`config.mk`:
```
export PLATFORM = sky130hd
export DESIGN_NAME = led_pwm_panel
export DESIGN_NICKNAME = d
export VERILOG_FILES = /design/src/rtl/led_pwm_panel.sv
export SDC_FILE = /design/constraint.sdc
export NUM_CORES = 1
export LEC_CHECK = 0
export ABC_AREA = 1
export CELL_PAD_IN_SITES_DETAIL_PLACEMENT = 1
export CELL_PAD_IN_SITES_GLOBAL_PLACEMENT = 2
export CORE_UTILIZATION = 37
export CTS_CLUSTER_DIAMETER = 120
export CTS_CLUSTER_SIZE = 25
export DETAILED_ROUTE_END_ITERATION = 10
export PLACE_DENSITY = 0.85
export SLEW_MARGIN = 20
export SYNTH_ARGS = -nofsm -noshare
export SYNTH_HDL_FRONTEND = slang
export SYNTH_SLANG_ARGS = --single-unit
```
`constraint.sdc`:
```
create_clock -name clock -period 4.05 [get_ports clock]
set_input_delay 0.405 -clock clock [delete_from_list [all_inputs] [get_ports clock]]
set_output_delay 0.405 -clock clock [all_outputs]
set_load 0.01 [all_outputs]
```
`src/rtl/led_pwm_panel.sv`:
```
// led_pwm_panel -- memory-mapped LED output panel for the CPU6 data bus.
//
// Up to 16 channels, each with an enable bit, a PWM duty register and a
// blink enable. The CPU sees a 32-byte window at BASE_ADDR:
//   0 OUT_LO   1 OUT_HI   2 BLINK_LO   3 BLINK_HI
//   4 CTRL     {half_period_minus_1[7:4], 3'b0, global_en[0]}
//   5 STATUS   {7'b0, blink_phase}
//   8..8+CHANNELS-1  DUTY[n] (low PWM_BITS bits)
// Reads are registered: data_out/selected are valid one cycle after the
// address is presented, and both are 0 on any cycle without a read hit, so
// the top level can simply OR or mux this block against RAM.
//
// Ports:
//   clock     system clock, rising edge
//   reset     asynchronous active-low reset
//   address   CPU address bus
//   writeEn   CPU write strobe
//   data_in   CPU write data
//   data_out  registered read data (0 when not selected)
//   selected  high the cycle data_out carries a read from this block
//   leds      registered channel outputs

// One output channel: its duty register, PWM compare and output flop.
module led_pwm_lane #(
  parameter int PWM_BITS = 4
) (
  input  logic                clock,
  input  logic                reset,
  input  logic                duty_we,
  input  logic [PWM_BITS-1:0] duty_wdata,
  input  logic [PWM_BITS-1:0] pwm_cnt,
  input  logic                gate,      // enable & out & blink qualifier
  output logic [PWM_BITS-1:0] duty,
  output logic                led
);
  logic pwm_on;

  // All-ones is forced on so full brightness has no one-cycle gap per period.
  assign pwm_on = (&duty) | (pwm_cnt < duty);

  always_ff @(posedge clock or negedge reset) begin
    if (!reset) begin
      duty <= '1;
      led  <= 1'b0;
    end else begin
      if (duty_we) duty <= duty_wdata;
      led <= gate & pwm_on;
    end
  end
endmodule

module led_pwm_panel #(
  parameter logic [15:0] BASE_ADDR = 16'hF200,
  parameter int          CHANNELS  = 8,
  parameter int          PWM_BITS  = 4,
  parameter int          PRESCALE  = 1024
) (
  input  logic                clock,
  input  logic                reset,
  input  logic [15:0]         address,
  input  logic                writeEn,
  input  logic [7:0]          data_in,
  output logic [7:0]          data_out,
  output logic                selected,
  output logic [CHANNELS-1:0] leds
);
  localparam int PS_W = $clog2(PRESCALE);

  // Register offsets
  localparam logic [4:0] OFF_OUT_LO   = 5'd0;
  localparam logic [4:0] OFF_OUT_HI   = 5'd1;
  localparam logic [4:0] OFF_BLINK_LO = 5'd2;
  localparam logic [4:0] OFF_BLINK_HI = 5'd3;
  localparam logic [4:0] OFF_CTRL     = 5'd4;
  localparam logic [4:0] OFF_STATUS   = 5'd5;
  localparam logic [4:0] OFF_DUTY0    = 5'd8;

  // ---------------------------------------------------------------------
  // Bus decode
  // ---------------------------------------------------------------------
  logic       hit, bus_wr, bus_rd, ctrl_wr;
  logic [4:0] off;

  assign hit     = (address[15:5] == BASE_ADDR[15:5]);
  assign off     = address[4:0];
  assign bus_wr  = hit & writeEn;
  assign bus_rd  = hit & ~writeEn;
  assign ctrl_wr = bus_wr & (off == OFF_CTRL);

  // ---------------------------------------------------------------------
  // Control / channel state
  // ---------------------------------------------------------------------
  logic [CHANNELS-1:0] out_q, blink_q;
  logic                ctrl_en;
  logic [3:0]          ctrl_half;

  logic [PWM_BITS-1:0] pwm_cnt;
  logic [PS_W-1:0]     prescaler;
  logic [3:0]          blink_cnt;
  logic                blink_phase;
  logic                tick;

  logic [CHANNELS-1:0][PWM_BITS-1:0] duty;

  // Channel vectors widened to the full 16-bit register pair. Bits above
  // CHANNELS stay 0 so they read back as 0 and are dropped on write.
  logic [15:0] out_ext, blink_ext, out_wr, blink_wr;
  logic [15:0][7:0] duty_ext;

  always_comb begin
    out_ext   = '0;
    blink_ext = '0;
    duty_ext  = '0;
    out_ext[CHANNELS-1:0]   = out_q;
    blink_ext[CHANNELS-1:0] = blink_q;
    for (int n = 0; n < CHANNELS; n++) duty_ext[n] = 8'(duty[n]);
  end

  // Byte-lane merge of a write into the 16-bit views.
  always_comb begin
    out_wr   = out_ext;
    blink_wr = blink_ext;
    if (off == OFF_OUT_LO)   out_wr[7:0]    = data_in;
    if (off == OFF_OUT_HI)   out_wr[15:8]   = data_in;
    if (off == OFF_BLINK_LO) blink_wr[7:0]  = data_in;
    if (off == OFF_BLINK_HI) blink_wr[15:8] = data_in;
  end

  always_ff @(posedge clock or negedge reset) begin
    if (!reset) begin
      out_q     <= '0;
      blink_q   <= '0;
      ctrl_en   <= 1'b1;
      ctrl_half <= '0;
    end else if (bus_wr) begin
      if (off == OFF_OUT_LO || off == OFF_OUT_HI)
        out_q <= out_wr[CHANNELS-1:0];
      if (off == OFF_BLINK_LO || off == OFF_BLINK_HI)
        blink_q <= blink_wr[CHANNELS-1:0];
      if (off == OFF_CTRL) begin
        ctrl_en   <= data_in[0];
        ctrl_half <= data_in[7:4];
      end
    end
  end

  // ---------------------------------------------------------------------
  // PWM and blink timebase
  // ---------------------------------------------------------------------
  assign tick = (prescaler == PS_W'(PRESCALE - 1));

  always_ff @(posedge clock or negedge reset) begin
    if (!reset) begin
      pwm_cnt     <= '0;
      prescaler   <= '0;
      blink_cnt   <= '0;
      blink_phase <= 1'b1;
    end else begin
      pwm_cnt <= pwm_cnt + 1'b1;
      if (ctrl_wr) begin
        // Restart the blink pattern so a new period starts in the on phase.
        prescaler   <= '0;
        blink_cnt   <= '0;
        blink_phase <= 1'b1;
      end else begin
        prescaler <= tick ? '0 : prescaler + 1'b1;
        if (tick) begin
          if (blink_cnt == ctrl_half) begin
            blink_cnt   <= '0;
            blink_phase <= ~blink_phase;
          end else begin
            blink_cnt <= blink_cnt + 1'b1;
          end
        end
      end
    end
  end

  // ---------------------------------------------------------------------
  // Channel lanes
  // ---------------------------------------------------------------------
  for (genvar n = 0; n < CHANNELS; n++) begin : g_lane
    logic gate;
    logic duty_we;

    assign gate    = ctrl_en & out_q[n] & (~blink_q[n] | blink_phase);
    assign duty_we = bus_wr & (off == 5'(8 + n));

    led_pwm_lane #(.PWM_BITS(PWM_BITS)) u_lane (
      .clock      (clock),
      .reset      (reset),
      .duty_we    (duty_we),
      .duty_wdata (data_in[PWM_BITS-1:0]),
      .pwm_cnt    (pwm_cnt),
      .gate       (gate),
      .duty       (duty[n]),
      .led        (leds[n])
    );
  end

  // ---------------------------------------------------------------------
  // Read-back
  // ---------------------------------------------------------------------
  logic [7:0] rdata;
  logic [4:0] didx;

  assign didx = off - OFF_DUTY0;

  always_comb begin
    rdata = '0;
    case (off)
      OFF_OUT_LO:   rdata = out_ext[7:0];
      OFF_OUT_HI:   rdata = out_ext[15:8];
      OFF_BLINK_LO: rdata = blink_ext[7:0];
      OFF_BLINK_HI: rdata = blink_ext[15:8];
      OFF_CTRL:     rdata = {ctrl_half, 3'b000, ctrl_en};
      OFF_STATUS:   rdata = {7'b0, blink_phase};
      default: begin
        // Offsets 8..23 map onto the 16 duty slots; unused slots read 0.
        if (off >= OFF_DUTY0 && off < 5'd24) rdata = duty_ext[didx[3:0]];
      end
    endcase
  end

  always_ff @(posedge clock or negedge reset) begin
    if (!reset) begin
      data_out <= '0;
      selected <= 1'b0;
    end else begin
      selected <= bus_rd;
      data_out <= bus_rd ? rdata : 8'h00;
    end
  end
endmodule

```
**After elaboration in Yosys (flattened, before gate mapping)**

Index checks and enable logic that the tools add are counted.

- $add $sub $neg: 4
- Order comparisons: 11
- Eq/ne operators: 16
- Muxes and demuxes: 13
- Bitwise logic cells: 61
- Reduce and logical (&&, ||, !) cells: 19

Operators with widths:

| kind | number |
|---|---|
| 5-bit by 4-bit equality test with 1-bit output (second input constant) | 8 |
| 8-bit one-hot mux with 5 select lines | 1 |
| 1-bit bitwise AND | 35 |
| 8-bit binary-select mux with 4-bit select | 1 |
| 4-bit less-than comparator | 8 |
| 4-bit AND reduction | 8 |
| 8-bit two-way mux | 3 |
| 10-bit two-way mux | 2 |
| 1-bit OR | 16 |
| 4-bit two-way mux | 3 |
| 11-bit equality test (second input constant) | 1 |
| 10-bit by 1-bit adder with 10-bit output (second input constant) | 1 |
| 10-bit equality test (second input constant) | 1 |
| 5-bit by 2-bit equality test with 1-bit output (second input constant) | 2 |
| 5-bit by 3-bit equality test with 1-bit output (second input constant) | 2 |
| 1-bit NOT | 10 |
| 4-bit by 1-bit adder with 4-bit output (second input constant) | 2 |
| 3-bit AND reduction | 2 |
| 5-bit by 1-bit equality test with 1-bit output (second input constant) | 1 |
| 5-bit by 4-bit >= comparator with 1-bit output (second input constant) | 1 |
| 5-bit logical NOT | 1 |
| 4-bit by 5-bit less-than comparator with 1-bit output (second input constant) | 1 |
| 5-bit less-than comparator (second input constant) | 1 |
| 4-bit equality test | 1 |
| other kinds (7) | 12 |

- Register bits: 89
- Output and inout bits: 17

**Longest topological paths before layout**

Gate-level depths: netlist of run 1.

- Word-level depth: 6
- Mapped depth: 10
- Gate-level depth less buffers: 9

**Modules after synthesis**

A second synthesis of run 1 with hierarchy kept.

- Cell total of the unflattened synthesis: 643
- Area, all modules: 5071.1 sq um

Modules (own cells, without submodules):

| module | instances | cells an instance | area each (sq um) | sequential area each (sq um) |
|---|---|---|---|---|
| led_pwm_panel | 1 | 395 | 2879.0 | 1228.7 |
| led_pwm_lane | 8 | 31 | 274.0 | 130.1 |

**Least setup slack after synthesis of run 1**

OpenSTA, ideal clock, no wires.

- Kind: in2reg
- From: input port address[7]
- To: register blink_q[3]
- Data arrival time: 1377 ps
- Required time: 3925 ps
- Slack: 2548 ps
- Stages: 9
- Path buffers: 2
- Cells stage by stage: nor2_1 > nand2_1 > nor2_2 > and2_2 > buf_6 > nand3_4 > buf_6 > nand2_1 > o21ai_2

- Word-level cells in the longest chain between the ends: 3

RTL lines:

| what | RTL line | source |
|---|---|---|
| from (decl) | 60 | `input logic [15:0] address,` |
| 11-bit equality test | 84 | `assign hit = (address[15:5] == BASE_ADDR[15:5]);` |
| 1-bit bitwise AND | 86 | `assign bus_wr = hit & writeEn;` |
| 3-bit AND reduction (no line) | - |  |
| to (signal assigned) | 139 | `blink_q <= blink_wr[CHANNELS-1:0];` |
| to (decl) | 93 | `logic [CHANNELS-1:0] out_q, blink_q;` |

No other way between the ends.
A chain may end at the register's enable or synchronous reset.

**Worst setup path after layout of run 1**

- From: input port address[0]
- To: register prescaler[7]

- Word-level cells in the longest chain between the ends: 3

RTL lines:

| what | RTL line | source |
|---|---|---|
| 5-bit by 3-bit equality test with 1-bit output | 88 | `assign ctrl_wr = bus_wr & (off == OFF_CTRL);` |
| 1-bit bitwise AND | 88 |  |
| 10-bit two-way mux | 160 | `if (ctrl_wr) begin` |
| to (signal assigned) | 166 | `prescaler <= tick ? '0 : prescaler + 1'b1;` |
| to (decl) | 98 | `logic [PS_W-1:0] prescaler;` |

No other way between the ends.

==> metrics.yaml, run 1 <==
sta:
  setup_tns_ns: 0
  hold_viol_final: 0
  rsz0062_at_grt: "no"
  fin_hold_ws_ns: 0.0906
  final.setup_skew_ns: 0.00903
  setup_viol_count_final: 0
  fmax_mhz: 425
  drv_slew: 0
  fin_ws_ns: 1.70
  period_needed_ns: 2.35
  fin_crit_sh: 0.581
  worst_pin_slew_ns: 0.749
  relSlewSlack: 0.499
final_layout:
  multiInputGateArea_um2: 2270
  drive_gt1_frac: 0.129
  stdcell_area_um2: 5760
  diodes: 0
  final_core_util: 0.449
  finalNonFillerCells: 823
  seq_area_um2: 2270
  fill_cells: 1583
  nNetsFinal: 700
  areaGrowthSynthToFinish_pct: 16.3
synthesis:
  synth_cell_type_count: 31
  synthTopCellsByCount: "nand2_1 (173), inv_1 (69), dfrtp_1 (55), o21ai_1 (45), nor2_1 (43)"
  synth_seq_area_share: 0.459
  ys_warn_count: 0
  synth_area_leaders: "dfrtp_1 (28%), dfstp_2 (18%), nand2_1 (13%)"
  synth_area_um2: 4950
  synth-edff-count: 0
  async_flop_share: 1.00
  synth_top_area_frac: 0.278
  ys.flop_type: "dfrtp_1"
  synthCells: 609
  synth_area_leader_cell: "dfrtp_1"
  syn_avg_cell_area_um2: 8.13
  syn-num-nets: 663
  ys_seq_elements: 89
  yosysMostFrequentCell: "nand2_1"
routing:
  drc_errors: 0
  wire_per_inst_um: 16.3
  drt_iter0_markers: 154
  firstDrtPassIters: 5
  vias: 4141
  antenna_left: 0
  viasPerCell: 5.03
  drt-total-wl_um: 13400
clock_network:
  cts_setup_buffers: 0
  cts_sinks: 89
  clk-insertion-delay-late_ns: 0.35
  clockBufferDepth: 2
  cts_resized: 0
  h-tree-depth: 3
  cts_root_buffer: "clkbuf_16"
  path_clk_slew_ns: 0.06
  cts_tree: "built"
  cts_hold_buffers: 0
  cts_buffers: 9
pwr:
  seq_power_share: 0.494
  finalPower_mw: 1.85
  p_leak_nw: 2.46
  clockPowerShare: 0.442
  p_int_mw: 1.39
  power-per-cell-area_nw_per_um2: 321
  netSwitchingFraction: 0.246
  p_sw_mw: 0.454
  p_comb_frac: 0.064
  vdd_drop_max_mv: 0.179
setup_path:
  required_ns: 4.27
  arrival_ns: 2.57
  reg2reg_depth: 6
  start_kind: "input pin"
  end_kind: "flop"
  critPathMaxFanout: 24
  crit_type: "input pin to flop"
  rrSetupSlack_ns: 2.23
  r2r-end: "prescaler[7]$_DFF_PN0_"
  r2r_start: "prescaler[0]$_DFF_PN0_"
global_routing:
  top_usage_layer: "met2"
  grt_max_degree: 53
  grt.total_usage: 0.209
  grt_pass1_vias: 4437
  grtUsageMet3: 0.0339
  grt_antenna_before_repair: 0
  use_met2: 0.360
  grt_overflow_total: 0
  use_met1: 0.268
  grt_pass1_wl_um: 22600
floorplan:
  die_h_um: 118
  coreArea_um2: 12800
  dieArea_um2: 13800
  initial_core_util: 0.386
  chipWidth_um: 118
  pin_count: 44
  num_rows: 41
status:
  outcome: "finished clean"
placed_design:
  hpwl_um: 10000
  io_buffers: 43
  place.gp.congestion: 0.843
  placed_cell_area_um2: 5470
  dp.cells: 807
  pre_cts_slack_ns: 1.33
min_path:
  hp-class: "input pin to asynchronous set/reset pin"
job:
  maxCapViolCount: 0
critical path, cell delays in order:
cell and delay, ns:
clkdlybuf4s50_1 0.50, nor2_4 0.29, inv_2 0.13, nor2_4 0.18
nand4_2 0.50, nand2_1 0.47, nor2_1 0.09
cell families after synthesis:
| logic type | after synthesis | share of synthesized area |
|---|---|---|
| XOR/XNOR | 7 | 0.0124 |
| AO/OA/AOI/OAI | 111 | 0.119 |
| flip-flops | 89 | 0.459 |
| adder cells (fa/ha/maj) | 27 | 0.0682 |
| AND/OR/NAND/NOR | 284 | 0.260 |
| buffers and inverters | 91 | 0.0822 |
layout make-up:
type	count	share of cell area
sequential	89	0.394
clock buffer	11	0.0439
tap	172	0.0374
multi-input combinational	429	0.395
inverter	73	0.0476
timing repair buffer	44	0.0756
clock inverter	5	0.00652
sequential cells by signal (all words and copies together), names as in the netlist:
register / cells
blink_cnt: 4
prescaler: 10
ctrl_en: 1
blink_q: 8
g_lane.u_lane.duty: 32
pwm_cnt: 4
ctrl_half: 4
selected: 1
data_out: 8
g_lane.u_lane.led: 8
out_q: 8
blink_phase: 1
power groups by stage:
stage	Combinational [mW]	Sequential, mW	Clock [mW]
after floorplan	0.0549	0.926	0
after global placement	0.117	0.928	0
after detailed placement	0.121	0.929	0
after CTS	0.122	0.914	0.840
after global routing	0.133	0.915	0.878
final	0.118	0.913	0.818
worst max path at each step:
stage | start | to | slack, ns | cells after the start
after floorplan | address[7] | blink_q[3]$_DFFE_PN0P_ | 2.55 | 9
after global placement | writeEn | prescaler[7]$_DFF_PN0_ | 1.37 | 4
after detailed placement | writeEn | prescaler[7]$_DFF_PN0_ | 1.33 | 4
after CTS | writeEn | prescaler[7]$_DFF_PN0_ | 1.70 | 4
after global routing | address[4] | prescaler[7]$_DFF_PN0_ | 1.49 | 7
final | address[0] | prescaler[7]$_DFF_PN0_ | 1.70 | 7
layer usage:
layer	routed length, um	vias up
li1	-	2053
met1	6290	2030
met2	6690	43
met3	298	15
met4	164	0
met5	0	-
cells in the final DEF, fill, tap and decap left out, drive strengths merged:
cell type / n
and2: 1
dfrtp: 55
o21ai: 69
a21oi: 41
clkinvlp: 2
inv: 74
nor2: 51
nor3: 10
buf: 2
nand3: 33
o211ai: 1
nand3b: 1
nand4: 14
nand2: 174
clkinv: 2
xnor2: 3
clkdlybuf4s50: 42
ha: 27
xor2: 4
dfstp: 34
clkbuf: 11
Note: power is estimated with default switching activity, not from simulation.
==> run 2: changes to the inputs <==
- CORE_UTILIZATION: 37 -> 31
- PLACE_DENSITY: 0.85 -> 0.76
- clock period: 4.05 -> 2.12 ns (I/O delays scaled with it)
==> metrics.yaml, run 2 (synthesis results as in run 1) <==
global_routing:
  grt_antenna_before_repair: 0  # unchanged
  grt_max_degree: 43  # was 53
  grt_pass1_wl_um: 23100  # was 22,600 um
  grt_pass1_vias: 4439  # was 4,437
  grt_overflow_total: 0  # unchanged
  grt.total_usage: 0.185  # was 0.209
final_layout:
  finalNonFillerCells: 873  # was 823
  areaGrowthSynthToFinish_pct: 19.0  # was 16.3%
  fill_cells: 1856  # was 1,583
  diodes: 0  # unchanged
  nNetsFinal: 711  # was 700
  reg_top3: "g_lane.u_lane.duty: 32 flops, prescaler: 10 flops"  # unchanged
  regMostFlops: "g_lane.u_lane.duty"  # unchanged
  drive_gt1_frac: 0.137  # was 0.129
  final_core_util: 0.383  # was 0.449
  layout_commonest_cell: "nand2_1"  # unchanged
  final_cell_mix: "nand2_1 (173), inv_1 (69), dfrtp_1 (55)"  # unchanged
  largest_reg_flops: 32  # unchanged
clock_network:
  cts_sinks: 89  # unchanged
  clk-insertion-delay-late_ns: 0.35  # about the same
  cts_tree: "built"  # unchanged
  h-tree-depth: 3  # unchanged
  path_clk_slew_ns: 0.06  # about the same
  cts_resized: 0  # unchanged
  cts_buffers: 9  # unchanged
  clockBufferDepth: 2  # unchanged
  cts_root_buffer: "clkbuf_16"  # unchanged
sta:
  setup_tns_ns: 0  # unchanged
  worst_pin_slew_ns: 0.657  # was 0.749 ns
  setup_viol_count_final: 0  # unchanged
  final.setup_skew_ns: 0.00722  # was 0.00903 ns
  fin_crit_sh: 0.882
  rsz0062_at_grt: "no"  # unchanged
  hold_viol_final: 0  # unchanged
  drv_slew: 0  # unchanged
  period_needed_ns: 1.87
  relSlewSlack: 0.562  # was 0.499
  fmax_mhz: 535
routing:
  firstDrtPassIters: 4  # was 5
  drt_iter0_markers: 126  # was 154
  vias: 4196  # was 4,141
  drt-total-wl_um: 14100  # was 13,400 um
  viasPerCell: 4.81  # was 5.03
  drc_errors: 0  # unchanged
  antenna_left: 0  # unchanged
  wire_per_inst_um: 16.1  # was 16.3 um
placed_design:
  dp.cells: 856  # was 807
  io_buffers: 43  # unchanged
  place.gp.congestion: 0.797  # was 0.843
  hpwl_um: 10500  # was 10,000 um
setup_path:
  r2r_start: "prescaler[0]$_DFF_PN0_"  # unchanged
  crit_type: "flop to flop"  # was input pin to flop
  reg2reg_depth: 6  # unchanged
  rrSetupSlack_ns: 0.25  # was 2.23 ns
  critPathMaxFanout: 9  # was 24
  arrival_ns: 2.10  # was 2.57 ns
  r2r-end: "prescaler[9]$_DFF_PN0_"  # was prescaler[7]$_DFF_PN0_
  start_kind: "flop"  # was input pin
  required_ns: 2.35  # was 4.27 ns
  end_kind: "flop"  # unchanged
pwr:
  power-per-cell-area_nw_per_um2: 595  # was 321 nW/um2
  finalPower_mw: 3.51  # was 1.85 mW
  p_leak_nw: 2.51  # was 2.46 nW
  vdd_drop_max_mv: 0.353  # was 0.179 mV
min_path:
  hp-class: "input pin to asynchronous set/reset pin"  # unchanged
floorplan:
  chipWidth_um: 128  # was 118 um
  coreArea_um2: 15400  # was 12,800 um2
  die_h_um: 128  # was 118 um
  dieArea_um2: 16500  # was 13,800 um2
  initial_core_util: 0.322  # was 0.386
  num_rows: 45  # was 41
  pin_count: 44  # unchanged
status:
  outcome: "finished clean"  # unchanged
job:
  maxCapViolCount: 0  # unchanged
[run 2: how the worst max path moves through the flow]
stage	start	to	slack, ns	depth (start not counted)
2_1_floorplan	prescaler[0]$_DFF_PN0_	prescaler[6]$_DFF_PN0_	0.67	6
3_3_place_gp	address[15]	g_lane[1].u_lane.duty[0]$_DFFE_PN1P_	0.13	8
3_5_place_dp	address[7]	g_lane[1].u_lane.duty[3]$_DFFE_PN1P_	0.07	9
4_1_cts	prescaler[0]$_DFF_PN0_	prescaler[9]$_DFF_PN0_	0.21	6
5_1_grt	prescaler[0]$_DFF_PN0_	prescaler[7]$_DFF_PN0_	0.007	6
6_report	prescaler[0]$_DFF_PN0_	prescaler[9]$_DFF_PN0_	0.25	6
[run 2: metrics by stage]
stage / cell area (um2) / setup slack, ns / hold WS [ns]
3_3_place_gp: 5600 / 0.132 / 0.271
4_1_cts: 5890 / 0.207 / 0.449
5_1_grt: 5890 / 0.00682 / 0.498
2_1_floorplan: 4950 / 0.671 / -0.0836
3_5_place_dp: 5600 / 0.0747 / 0.276
6_report: 5890 / 0.250 / 0.435
[run 2: cell type report]
type                    instances  area (um2)  area share
clock buffers                  13         250      0.0425
clock inverters                 3        25.0     0.00425
inverters                      73         274      0.0465
multi-input cells             429        2270       0.386
flip-flops and latches         89        2270       0.385
well taps                     211         264      0.0448
repair buffers                 55         533      0.0905
[run 2: power by group]
group	internal, mW	switching, mW	total, mW
clock	0.835	0.682	1.52
combinational	0.0860	0.159	0.244
sequential	1.73	0.0196	1.75
total	2.65	0.860	3.51
[run 2: metal layers]
metal | vias up | track usage | wire length [um]
li1 | 2077 | - | -
met1 | 2066 | 0.236 | 6670
met2 | 38 | 0.322 | 6950
met3 | 15 | 0.0304 | 286
met4 | 0 | 0.0554 | 180
met5 | - | 0 | 0
[run 2: critical path, cell delays in order, from the launching register on]
cell and delay, ns:
dfrtp_1 0.42, ha_1 0.19, nand2_1 0.09, nor2_1 0.24
nand3b_1 0.35, nand2_1 0.37, nor3_1 0.09
[run 2: what timing repair did]
action | in CTS | in global routing
setup endpoints to repair | 0 | 0
hold endpoints to repair | 20 | 0
hold buffers | 1 | 0
buffers inserted | 0 | 0
